===== src/rtl/cr16_controller.sv =====
// cr16_controller: multi-cycle fetch/decode/execute control unit for the CR16 core.
// Owns the PC, instruction register and latched status flags, and drives every
// datapath control input.
//
// Optional feature macro: CR16_CONTROLLER_HALT_ON_ILLEGAL_EN
//   defined   - an illegal instruction enters HALT until reset
//   undefined - an illegal instruction acts as a NOP
//
// Ports:
//   I_CLK, I_RESET (async, active-high), I_ENABLE (freeze when low)
//   I_MEM_DATA        memory read data (one cycle after address)
//   I_A, I_B          datapath register read values
//   I_STATUS_FLAGS    datapath flags {N,Z,F,L,C}
//   O_MEM_ADDR/WE/DATA              memory interface
//   O_REG_WRITE_ENABLE              one-hot register write enable
//   O_REG_A_SELECT/O_REG_B_SELECT   register read selects
//   O_IMMEDIATE/O_IMMEDIATE_SELECT  immediate operand
//   O_OPCODE                        ALU code
//   O_REGFILE_DATA/_SELECT          direct write-data path (MOV/MOVI/LOAD)
//   O_ILLEGAL                       one-cycle pulse on an undecodable instruction
module cr16_controller #(
  parameter int unsigned ADDR_WIDTH = 16,
  parameter logic [ADDR_WIDTH-1:0] RESET_PC = '0
) (
  input  logic                  I_CLK,
  input  logic                  I_RESET,
  input  logic                  I_ENABLE,
  input  logic [15:0]           I_MEM_DATA,
  input  logic [15:0]           I_A,
  input  logic [15:0]           I_B,
  input  logic [4:0]            I_STATUS_FLAGS,
  output logic [ADDR_WIDTH-1:0] O_MEM_ADDR,
  output logic                  O_MEM_WE,
  output logic [15:0]           O_MEM_DATA,
  output logic [15:0]           O_REG_WRITE_ENABLE,
  output logic [3:0]            O_REG_A_SELECT,
  output logic [3:0]            O_REG_B_SELECT,
  output logic [15:0]           O_IMMEDIATE,
  output logic                  O_IMMEDIATE_SELECT,
  output logic [3:0]            O_OPCODE,
  output logic [15:0]           O_REGFILE_DATA,
  output logic                  O_REGFILE_DATA_SELECT,
  output logic                  O_ILLEGAL
);

  typedef enum logic [2:0] {StFetch, StDecode, StExecute, StWriteback, StHalt} state_e;

  state_e                state_q, state_d;
  logic [ADDR_WIDTH-1:0] pc_q, pc_d;
  logic [15:0]           ir_q, ir_d;
  logic [4:0]            flags_q, flags_d;

  logic [3:0]  op, rd, ext, rs, code;
  logic [7:0]  imm8;
  logic [15:0] imm_sext, imm_zext, rd_onehot;
  logic [ADDR_WIDTH-1:0] disp_ext;
  logic        is_itype, is_load, is_store, is_branch;
  logic        alu_ok, alu_write, alu_flags, alu_sext, alu_mov;
  logic [3:0]  alu_opc;
  logic        br_ok, br_taken, legal;

  assign op        = ir_q[15:12];
  assign rd        = ir_q[11:8];
  assign ext       = ir_q[7:4];
  assign rs        = ir_q[3:0];
  assign imm8      = ir_q[7:0];
  assign imm_sext  = {{8{imm8[7]}}, imm8};
  assign imm_zext  = {8'h00, imm8};
  assign disp_ext  = {{(ADDR_WIDTH-8){imm8[7]}}, imm8};
  assign rd_onehot = 16'h0001 << rd;
  assign is_itype  = (op != 4'b0000);
  assign is_load   = (op == 4'b0100) && (ext == 4'b0000);
  assign is_store  = (op == 4'b0100) && (ext == 4'b0100);
  assign is_branch = (op == 4'b1100);
  // I-type ALU ops reuse the R-type ext encoding as their op field.
  assign code      = is_itype ? op : ext;

  // Instruction decode
  always_comb begin
    alu_ok    = 1'b0;
    alu_write = 1'b0;
    alu_flags = 1'b0;
    alu_sext  = 1'b0;
    alu_mov   = 1'b0;
    alu_opc   = 4'd0;
    unique case (code)
      4'b0101: begin alu_ok = 1'b1; alu_opc = 4'd0; alu_write = 1'b1; alu_flags = 1'b1; alu_sext = 1'b1; end
      4'b1001: begin alu_ok = 1'b1; alu_opc = 4'd3; alu_write = 1'b1; alu_flags = 1'b1; alu_sext = 1'b1; end
      4'b1011: begin alu_ok = 1'b1; alu_opc = 4'd3; alu_flags = 1'b1; alu_sext = 1'b1; end
      4'b0001: begin alu_ok = 1'b1; alu_opc = 4'd5; alu_write = 1'b1; end
      4'b0010: begin alu_ok = 1'b1; alu_opc = 4'd6; alu_write = 1'b1; end
      4'b0011: begin alu_ok = 1'b1; alu_opc = 4'd7; alu_write = 1'b1; end
      4'b1101: begin alu_ok = 1'b1; alu_mov = 1'b1; end
      default: ;
    endcase

    br_ok    = 1'b1;
    br_taken = 1'b0;
    unique case (rd)
      4'b0000: br_taken = flags_q[3];   // EQ: Z set
      4'b0001: br_taken = !flags_q[3];  // NE
      4'b1101: br_taken = !flags_q[4];  // GE: N clear
      4'b1110: br_taken = 1'b1;         // UC
      default: br_ok = 1'b0;
    endcase

    if (op == 4'b0100)  legal = is_load || is_store;
    else if (is_branch) legal = br_ok;
    else                legal = alu_ok;
  end

  // Next state and control outputs
  always_comb begin
    state_d               = state_q;
    pc_d                  = pc_q;
    ir_d                  = ir_q;
    flags_d               = flags_q;
    O_MEM_ADDR            = pc_q;
    O_MEM_WE              = 1'b0;
    O_MEM_DATA            = '0;
    O_REG_WRITE_ENABLE    = '0;
    O_REG_A_SELECT        = '0;
    O_REG_B_SELECT        = '0;
    O_IMMEDIATE           = '0;
    O_IMMEDIATE_SELECT    = 1'b0;
    O_OPCODE              = '0;
    O_REGFILE_DATA        = '0;
    O_REGFILE_DATA_SELECT = 1'b0;
    O_ILLEGAL             = 1'b0;

    unique case (state_q)
      StFetch: state_d = StDecode;
      StDecode: begin
        ir_d    = I_MEM_DATA;
        pc_d    = pc_q + ADDR_WIDTH'(1);
        state_d = StExecute;
      end
      StExecute: begin
        state_d = StFetch;
        if (!legal) begin
          O_ILLEGAL = 1'b1;
`ifdef CR16_CONTROLLER_HALT_ON_ILLEGAL_EN
          state_d = StHalt;
`endif
        end else if (is_load) begin
          O_REG_A_SELECT = rs;
          O_MEM_ADDR     = ADDR_WIDTH'(I_A);
          state_d        = StWriteback;
        end else if (is_store) begin
          O_REG_A_SELECT = rs;
          O_REG_B_SELECT = rd;
          O_MEM_ADDR     = ADDR_WIDTH'(I_A);
          O_MEM_DATA     = I_B;
          O_MEM_WE       = 1'b1;
        end else if (is_branch) begin
          // PC already points past the branch; the target is relative to the branch itself.
          if (br_taken) pc_d = pc_q - ADDR_WIDTH'(1) + disp_ext;
        end else if (alu_mov) begin
          if (is_itype) begin
            O_IMMEDIATE    = imm_zext;
            O_REGFILE_DATA = imm_zext;
          end else begin
            O_REG_B_SELECT = rs;
            O_REGFILE_DATA = I_B;
          end
          O_REGFILE_DATA_SELECT = 1'b1;
          O_REG_WRITE_ENABLE    = rd_onehot;
        end else begin
          O_REG_A_SELECT = rd;
          O_OPCODE       = alu_opc;
          if (is_itype) begin
            O_IMMEDIATE        = alu_sext ? imm_sext : imm_zext;
            O_IMMEDIATE_SELECT = 1'b1;
          end else begin
            O_REG_B_SELECT = rs;
          end
          if (alu_write) O_REG_WRITE_ENABLE = rd_onehot;
          if (alu_flags) flags_d = I_STATUS_FLAGS;
        end
      end
      StWriteback: begin
        O_REG_A_SELECT        = rs;
        O_MEM_ADDR            = ADDR_WIDTH'(I_A);
        O_REGFILE_DATA        = I_MEM_DATA;
        O_REGFILE_DATA_SELECT = 1'b1;
        O_REG_WRITE_ENABLE    = rd_onehot;
        state_d               = StFetch;
      end
      StHalt: ;
      default: state_d = StFetch;
    endcase

    // Freeze: hold all state and suppress every strobe.
    if (!I_ENABLE) begin
      state_d            = state_q;
      pc_d               = pc_q;
      ir_d               = ir_q;
      flags_d            = flags_q;
      O_MEM_WE           = 1'b0;
      O_REG_WRITE_ENABLE = '0;
      O_ILLEGAL          = 1'b0;
    end
  end

  always_ff @(posedge I_CLK or posedge I_RESET) begin
    if (I_RESET) begin
      state_q <= StFetch;
      pc_q    <= RESET_PC;
      ir_q    <= '0;
      flags_q <= '0;
    end else begin
      state_q <= state_d;
      pc_q    <= pc_d;
      ir_q    <= ir_d;
      flags_q <= flags_d;
    end
  end

endmodule


===== config.mk =====
export PLATFORM = sky130hd
export DESIGN_NAME = cr16_controller
export DESIGN_NICKNAME = d
export VERILOG_FILES = /design/src/rtl/cr16_controller.sv
export SDC_FILE = /design/constraint.sdc
export NUM_CORES = 1
export LEC_CHECK = 0
export ABC_AREA = 1
export BUFFER_PORTS_ARGS = -buffer_cell sky130_fd_sc_hd__buf_4
export CAP_MARGIN = 15
export CORE_ASPECT_RATIO = 1.4
export CORE_UTILIZATION = 30
export DETAILED_ROUTE_END_ITERATION = 10
export PLACE_DENSITY_LB_ADDON = 0.08
export REMOVE_ABC_BUFFERS = 1
export SYNTH_ARGS = -nofsm -noshare
export SYNTH_HDL_FRONTEND = slang
export SYNTH_SLANG_ARGS = --single-unit

===== constraint.sdc =====
create_clock -name I_CLK -period 2.6 [get_ports I_CLK]
set_clock_uncertainty 0.15 [all_clocks]
set_input_delay 0.39 -clock I_CLK [delete_from_list [all_inputs] [get_ports I_CLK]]
set_output_delay 0.39 -clock I_CLK [all_outputs]
set_load 0.005 [all_outputs]

After elaboration in Yosys (flattened, before gate mapping)
Index checks and enable logic that the tools add are counted.
{"block": "word_totals", "n_memories": 0, "output_inout_bits": 96, "ram_bits": 0, "wordCells": 144, "latch_bits": 0, "input_bits": 56, "rom_bits": 0, "register_bits": 40}
{"block": "op_classes", "n_mul": 0, "reduce_logical": 19, "n_shift": 1, "n_eq_ne": 22, "n_bitwise": 5, "order_cmp": 0, "add_sub_neg": 3, "n_mux": 90, "div_mod_pow": 0}
{"operator": "$mux W16", "count": 33}
{"operator": "$pmux W16 S2", "count": 4}
{"operator": "$mux W4", "count": 18}
{"operator": "$mux W1", "count": 27}
{"operator": "$eq A4 B4 Y1 const B", "count": 6}
{"operator": "$pmux W3 S4", "count": 2}
{"operator": "$add A16 B1 Y16 const B", "count": 1}
{"operator": "$add A16 B16 Y16", "count": 1}
{"operator": "$shl A1 B4 Y16 const A", "count": 1}
{"operator": "$sub A16 B1 Y16 const B", "count": 1}
{"operator": "$eq A4 B3 Y1 const B", "count": 3}
{"operator": "$ne A2 B2 Y1 const B", "count": 5}
{"operator": "$eq A4 B1 Y1 const B", "count": 2}
{"operator": "$eq A4 B2 Y1 const B", "count": 2}
{"operator": "$logic_not A4 Y1", "count": 2}
{"operator": "$mux W8", "count": 1}
{"operator": "$pmux W4 S2", "count": 1}
{"operator": "$reduce_and A8 Y1", "count": 1}
{"operator": "$reduce_and A7 Y1", "count": 1}
{"operator": "$reduce_or A7 Y1", "count": 1}
{"operator": "$eq A3 B2 Y1 const B", "count": 2}
{"operator": "$not A1 Y1", "count": 5}
{"operator": "$reduce_or A5 Y1", "count": 1}
{"operator": "$mux W2", "count": 2}
{"operator": "other kinds (14)", "count": 17}

Logic depth before layout (Yosys ltp)
{"block": "logic_depth", "ltp_word": 13, "mapped_depth": 18, "mapped_depth_nobuf": 18}

Least setup slack after synthesis
No wires, ideal clock.
{"block": "synth_path", "kind": "register to register", "start": "reg pc_q[1]", "end": "reg pc_q[15]", "setup_time_ps": 117, "arrival_time_ps": 2090, "setup_slack_ps": 243, "stages_incl_launch_ff": 19, "t_required_ps": 2333, "path_buffers": 0, "period_less_slack_ps": 2357, "path_cell_list": "dfrtp_1 inv_1 ha_1 inv_1 ha_1 inv_1 fa_1 inv_1 nand3_1 nand2_1 nand2_1 nand2_1 nand3_1 nand2_1 nand2_1 nand3_1 nand2_1 nand2_1 nand2_1"}
{"block": "synth_via", "elab_chain_len": 8, "word_cells_on_any_way": 9, "cone_classes": "add/sub: 3; mux: 6"}
{"element": "start, declared", "line": "49", "rtl": "logic [ADDR_WIDTH-1:0] pc_q, pc_d;"}
{"element": "start signal, assigned", "line": "213", "rtl": "pc_q <= pc_d;"}
{"element": "$sub A16 B1 Y16", "line": "157", "rtl": "if (br_taken) pc_d = pc_q - ADDR_WIDTH'(1) + disp_ext;"}
{"element": "$add A16 B16 Y16", "line": "157"}
{"element": "$mux W16", "line": "157"}
{"element": "$mux W16", "line": "155", "rtl": "end else if (is_branch) begin"}
{"element": "$mux W16", "line": "149", "rtl": "end else if (is_store) begin"}
{"element": "$mux W16", "line": "145", "rtl": "end else if (is_load) begin"}
{"element": "$mux W16", "line": "140", "rtl": "if (!legal) begin"}
{"element": "$pmux W16 S2 (*)", "line": "131", "rtl": "unique case (state_q)"}
Mark *: on every way between the ends. The rest lies on a longest branch, timed or not. The select of a mux whose other input is x is not followed.
A chain may end at the register's enable or synchronous reset.

Worst setup path after layout
{"block": "layout_path", "start": "reg ir_q[12]", "end": "out O_REG_WRITE_ENABLE[3]"}
{"block": "layout_via", "elab_chain_len": 13, "word_cells_on_any_way": 29, "cone_classes": "eq/ne: 9; mux: 14; reduce/logical: 6"}
{"element": "start, declared", "line": "50", "rtl": "logic [15:0] ir_q, ir_d;"}
{"element": "start signal, assigned", "line": "214", "rtl": "ir_q <= ir_d;"}
{"element": "$reduce_bool A4 Y1", "line": "71", "rtl": "assign is_itype = (op != 4'b0000);"}
{"element": "$mux W4", "line": "76", "rtl": "assign code = is_itype ? op : ext;"}
{"element": "$eq A4 B2 Y1, or another cell as far along", "line": "86", "rtl": "unique case (code)"}
{"element": "$reduce_or A5 Y1 (no line)"}
{"element": "$mux W1", "line": "86"}
{"element": "$mux W16", "line": "177", "rtl": "if (alu_write) O_REG_WRITE_ENABLE = rd_onehot;"}
{"element": "$mux W16", "line": "158", "rtl": "end else if (alu_mov) begin"}
{"element": "$mux W16", "line": "155"}
{"element": "$mux W16", "line": "149"}
{"element": "$mux W16", "line": "145"}
{"element": "$mux W16 (*)", "line": "140"}
{"element": "$pmux W16 S2 (*)", "line": "131"}
{"element": "$mux W16 (*)", "line": "194", "rtl": "if (!I_ENABLE) begin"}
{"element": "end, declared", "line": "35", "rtl": "output logic [15:0] O_REG_WRITE_ENABLE,"}
Mark *: on every way between the ends. The rest lies on a longest branch, timed or not.

==> report_table.html <==
<table>
<tr><th>Metric</th><th>Value</th></tr>
<tr><th colspan="2">Setup path</th></tr>
<tr><td>CP max stage delay</td><td>430 ps</td></tr>
<tr><td>Crit path to</td><td>O_REG_WRITE_ENABLE[3]</td></tr>
<tr><td>Crit-path slowest cell</td><td>dfrtp_2</td></tr>
<tr><td>Data arrival time at the worst-slack endpoint</td><td>2100 ps</td></tr>
<tr><td>Most frequent cell on the critical path</td><td>buf_4</td></tr>
<tr><td>Worst R2R End</td><td>pc_q[15]</td></tr>
<tr><td>Cell-by-cell listing of the critical path</td><td>buf_4 &gt; nor4_2 &gt; buf_4 &gt; a21oi_1 &gt; nand2_2 &gt; nand3_2 &gt; nand2_4 &gt; nand2_4 &gt; nor2_1 &gt; buf_4</td></tr>
<tr><td>Sum of buffers and inverters on the critical path</td><td>3</td></tr>
<tr><td>Top delay family on crit path</td><td>simple AND/OR/NAND/NOR gates</td></tr>
<tr><td>Worst setup path class</td><td>register to primary output</td></tr>
<tr><td>Count of cell instances traversed by the critical path</td><td>10</td></tr>
<tr><td>Register-to-Register Setup Slack</td><td>180 ps</td></tr>
<tr><td>Count of cells along the worst register-to-register path</td><td>18</td></tr>
<tr><td>Critical Path Start Type</td><td>register</td></tr>
<tr><td>CP endpoint kind</td><td>primary output</td></tr>
<tr><td>Crit path required time</td><td>2060 ps</td></tr>
<tr><td>Worst-path fanout max</td><td>7</td></tr>
<tr><td>FF-to-FF Start</td><td>pc_q[1]</td></tr>
<tr><td>Setup crit start</td><td>ir_q[12]</td></tr>
<tr><th colspan="2">Route</th></tr>
<tr><td>Number of nets with antenna violations after detailed routing</td><td>0</td></tr>
<tr><td>Top layer used by detailed routing</td><td>met4</td></tr>
<tr><td>Routed metal-1 wire length</td><td>6530 microns</td></tr>
<tr><td>Starting DRT DRC Count</td><td>approximately 230</td></tr>
<tr><td>Detail-routed via count per cell</td><td>4.93</td></tr>
<tr><td>Number of iterations in the first detailed-routing pass</td><td>4</td></tr>
<tr><td>Total number of vias</td><td>5633</td></tr>
<tr><td># DRC</td><td>0</td></tr>
<tr><td>Routed WL per cell</td><td>15.3 microns</td></tr>
<tr><td>Amount of wire on met3 after detailed routing</td><td>898 microns</td></tr>
<tr><td>Detailed route wirelength on metal2</td><td>9440 microns</td></tr>
<tr><td>Routed wire length</td><td>between 15000 and 20000 microns</td></tr>
<tr><th colspan="2">Clocking</th></tr>
<tr><td>Clock latency reported for the late side of the worst-skew pair</td><td>290 ps</td></tr>
<tr><td>CTS tree</td><td>done</td></tr>
<tr><td>Maximum buffer depth of the clock tree</td><td>2</td></tr>
<tr><td>Clock Root Buffer</td><td>clkbuf_16</td></tr>
<tr><td>Number of clock sinks seen by CTS</td><td>36</td></tr>
<tr><td>TritonCTS buffer count</td><td>5</td></tr>
<tr><td>Htree depth</td><td>2</td></tr>
<tr><td>Clock transition at the register clock pins on the worst setup and hold paths after CTS</td><td>70 ps</td></tr>
<tr><th colspan="2">Layout</th></tr>
<tr><td>Most common library cell in the layout ignoring fill and taps</td><td>buf_4</td></tr>
<tr><td>Total area of multi-input combinational cells</td><td>around 3200 sq um</td></tr>
<tr><td>Total of fill cells in the finished design</td><td>approximately 1600</td></tr>
<tr><td>Final antenna diode count</td><td>0</td></tr>
<tr><td>Growth of design area from synthesis to finish</td><td>49.0%</td></tr>
<tr><td>Finished layout cell area</td><td>6670 sq um</td></tr>
<tr><td>Commonest cells after routing, fill and taps aside</td><td>buf_4 (219), nand2_1 (182), inv_1 (112)</td></tr>
<tr><td>Post-layout net count</td><td>between 1000 and 1500</td></tr>
<tr><td>Final core occ</td><td>a little under half</td></tr>
<tr><td>Sequential standard cell area</td><td>about 910 sq um</td></tr>
<tr><td>Fraction of layout cells with a size suffix above 1</td><td>between 30% and 40%</td></tr>
<tr><th colspan="2">Global route</th></tr>
<tr><td>Remaining Overflow, GRT</td><td>0</td></tr>
<tr><td>Number of global-route vias before repair</td><td>5533</td></tr>
<tr><td>Global router's overall resource usage</td><td>22.7%</td></tr>
<tr><td>Initial antenna violation count</td><td>0</td></tr>
<tr><td>Global-route wire length before repair</td><td>27500 microns</td></tr>
<tr><td>Maximum number of pins on one net before global-route repair</td><td>37</td></tr>
<tr><th colspan="2">Pwr</th></tr>
<tr><td>Total power</td><td>0.00871 W</td></tr>
<tr><td>PwrDens</td><td>1310 nW/um^2</td></tr>
<tr><td>Static Leakage</td><td>3.51 nW</td></tr>
<tr><td>Max IR drop VDD</td><td>0.407 mV</td></tr>
<tr><th colspan="2">Status</th></tr>
<tr><td>Violated checks</td><td>setup timing</td></tr>
<tr><td>Result of the run</td><td>finished with violations</td></tr>
<tr><th colspan="2">Floorplanning</th></tr>
<tr><td>Die height</td><td>between 100 and 150 microns</td></tr>
<tr><td>I/O pin total</td><td>152</td></tr>
<tr><td>Die ar.</td><td>approximately 15000 sq um</td></tr>
<tr><td>Area inside the core boundary</td><td>14500 sq um</td></tr>
<tr><td>Row count</td><td>52</td></tr>
<tr><td>Die W</td><td>105 microns</td></tr>
<tr><td>Effective utilization at floorplan</td><td>a little under a third</td></tr>
<tr><th colspan="2">Timing</th></tr>
<tr><td>Aggregate negative setup slack</td><td>-233 ps</td></tr>
<tr><td>Number of endpoints failing setup at the final stage</td><td>15</td></tr>
<tr><td>RSZ-0062 raised after global routing</td><td>yes</td></tr>
<tr><td>Max-slew violation total from the final report</td><td>0</td></tr>
<tr><td>Final period utilization</td><td>101%</td></tr>
<tr><td>Measured slew at the worst slew-check pin</td><td>between 600 and 700 ps</td></tr>
<tr><td>Setup slack after layout</td><td>-35.1 ps</td></tr>
<tr><td>Post-layout minimum cycle time</td><td>2640 ps</td></tr>
<tr><td>Number of endpoints with negative hold slack in the final report</td><td>0</td></tr>
<tr><td>Peak Freq</td><td>379 MHz</td></tr>
<tr><td>Worst slew margin relative to its limit</td><td>57.4%</td></tr>
<tr><th colspan="2">Logic synthesis</th></tr>
<tr><td>Share of the synthesized area in compound gates (AO/OA/AOI/OAI)</td><td>20.1%</td></tr>
<tr><td>Number of instances in the synthesized netlist</td><td>between 700 and 800</td></tr>
<tr><td>Synth unique cells</td><td>39</td></tr>
<tr><td>Mapped Area</td><td>around 4500 sq um</td></tr>
<tr><td>Average footprint of a synthesized cell</td><td>5.95 sq um</td></tr>
<tr><td>Post-synthesis share of cell area spent on and, or, nand and nor gates</td><td>33.5%</td></tr>
<tr><td>Synthesized flop and latch total</td><td>36</td></tr>
<tr><td>Multiplexer area fraction after synthesis</td><td>0.252%</td></tr>
<tr><td>Synth Warn #</td><td>0</td></tr>
<tr><td>Sequential share of the synthesized area</td><td>20.1%</td></tr>
<tr><td>Post-synthesis xor/xnor area fraction</td><td>2.94%</td></tr>
<tr><td>Main combinational cell family by area after synthesis</td><td>simple AND/OR/NAND/NOR gates</td></tr>
<tr><td>Post-Synth Adder-Cell Area</td><td>around 9%</td></tr>
<tr><th colspan="2">Placed design</th></tr>
<tr><td>Count of input and output buffers</td><td>147</td></tr>
<tr><td>Worst setup slack before clock tree synthesis</td><td>-38.5 ps</td></tr>
<tr><td>Half-perimeter wire length after detailed placement</td><td>13800 microns</td></tr>
<tr><td>Cell area after placement</td><td>~6000 sq um</td></tr>
<tr><td>Final Wtd Congestion</td><td>around 0.87</td></tr>
<tr><th colspan="2">Hold path</th></tr>
<tr><td>Min-Delay Path Class</td><td>primary input to asynchronous set/reset pin</td></tr>
<tr><th colspan="2">Job</th></tr>
<tr><td>Max-cap check violation count</td><td>0</td></tr>
</table>
## cells in the mapped netlist
master    number  area [sq um]
nand2_1      190           713
buf_1          2          7.51
buf_6          1          11.3
nor2_1        84           315
fa_1           1          20.0
nand3_1       48           240
o21a_1         2          15.0
dfrtp_1       36           901
nand2_2        9          56.3
nand4_1        6          37.5
nand3b_1       1          7.51
clkbuf_1      14          52.6
nor3_1        14          70.1
inv_2          3          11.3
o32ai_1        8          70.1
xor2_1        13           114
o22ai_1        3          18.8
a21oi_4        1          16.3
xnor2_1        2          17.5
a22oi_1       19           143
nor4_2         1          12.5
buf_2          6          30.0
o21ai_2        1          8.76
conb_1         1          3.75
nor2_4         2          22.5
nor2_2         2          12.5
inv_4          1          6.26
o21ai_0       92           460
a21oi_1       24           120
ha_1          30           375
buf_4          8          60.1
inv_1        120           450
mux2_2         1          11.3
nand2_4        1          11.3
o21bai_4       1          18.8
o21ai_1        1          5.00
o221ai_1       1          8.76
a32oi_1        1          8.76
a211oi_1       1          7.51
## report_power, final
part	switching [W]	total [W]	internal, W
Clock	0.000272	0.000626	0.000354
Sequential	0.000254	0.00106	0.000806
Combinational	0.00414	0.00702	0.00288
## through the flow
stage	std cells	hold WS, ps
3_5_place_dp	1112	315
5_1_grt	1143	122
3_3_place_gp	1112	307
4_1_cts	1126	98.8
6_report	1143	76.2
2_1_floorplan	721	287
## worst min path at each step
| stage | startpoint | to | slack [ps] | depth (start not counted) |
|---|---|---|---|---|
| 6_report | I_RESET | pc_q[14] | 80 | 3 |
| 5_1_grt | I_RESET | pc_q[13] | 120 | 3 |
| 4_1_cts | I_RESET | pc_q[14] | 100 | 3 |
| 3_5_place_dp | pc_q[13] | pc_q[13] | 320 | 2 |
| 3_3_place_gp | flags_q[4] | flags_q[4] | 310 | 2 |
| 2_1_floorplan | flags_q[4] | flags_q[4] | 290 | 2 |
## cells by family (layout without fill, tap and decap cells)
kind of cell             after synthesis  after routing
other                                  1              1
AND/OR/NAND/NOR                      358            358
multiplexers                           1              1
XOR/XNOR                              15             15
buffers and inverters                155            357
adder cells (fa/ha/maj)               31             31
AO/OA/AOI/OAI                        155            155
flip-flops                            36             36
## per-layer routing
metal	vias up	global-route usage, %
li1	2828	-
met1	2600	23.6
met2	174	43.7
met3	31	4.11
met4	0	9.86
met5	-	0
## worst register-to-register path, stage by stage, from the launching register on
cell     delay [ps]
dfrtp_1         380
inv_1            80
ha_1            230
inv_1            60
ha_2            160
inv_1            50
fa_2            330
inv_2            90
nand3_1          90
nand2_2         110
nand2_1          70
nand2_2          90
nand3_2          70
nand2_1          70
nand2_1          50
nand3_2          80
nand2_1          50
nand2_1          50
nand2_1          50
## registers in the layout, indices dropped and copies added (netlist names)
| name | cells |
|---|---|
| flags_q | 2 |
| ir_q | 16 |
| pc_q | 16 |
| state_q | 2 |
## final cells by class
| type | instances | share of cell area [%] |
|---|---|---|
| Clock buffer | 5 | 1.88 |
| Clock inverter | 3 | 0.282 |
| Inverter | 124 | 7.11 |
| Multi-Input combinational cell | 561 | 47.8 |
| Sequential cell | 36 | 13.6 |
| Tap cell | 189 | 3.55 |
| Timing Repair Buffer | 225 | 25.8 |
## repair_timing
| item | CTS | global route |
|---|---|---|
| hold endpoints to repair | 0 | 0 |
| endpoints found under the setup margin | 81 | 96 |
| resized for setup | 44 | 50 |
| setup buffers | 6 | 17 |
| hold buffers | 0 | 0 |
| pin swaps | 8 | 15 |
No activity file was read; power rests on OpenSTA's default activity.
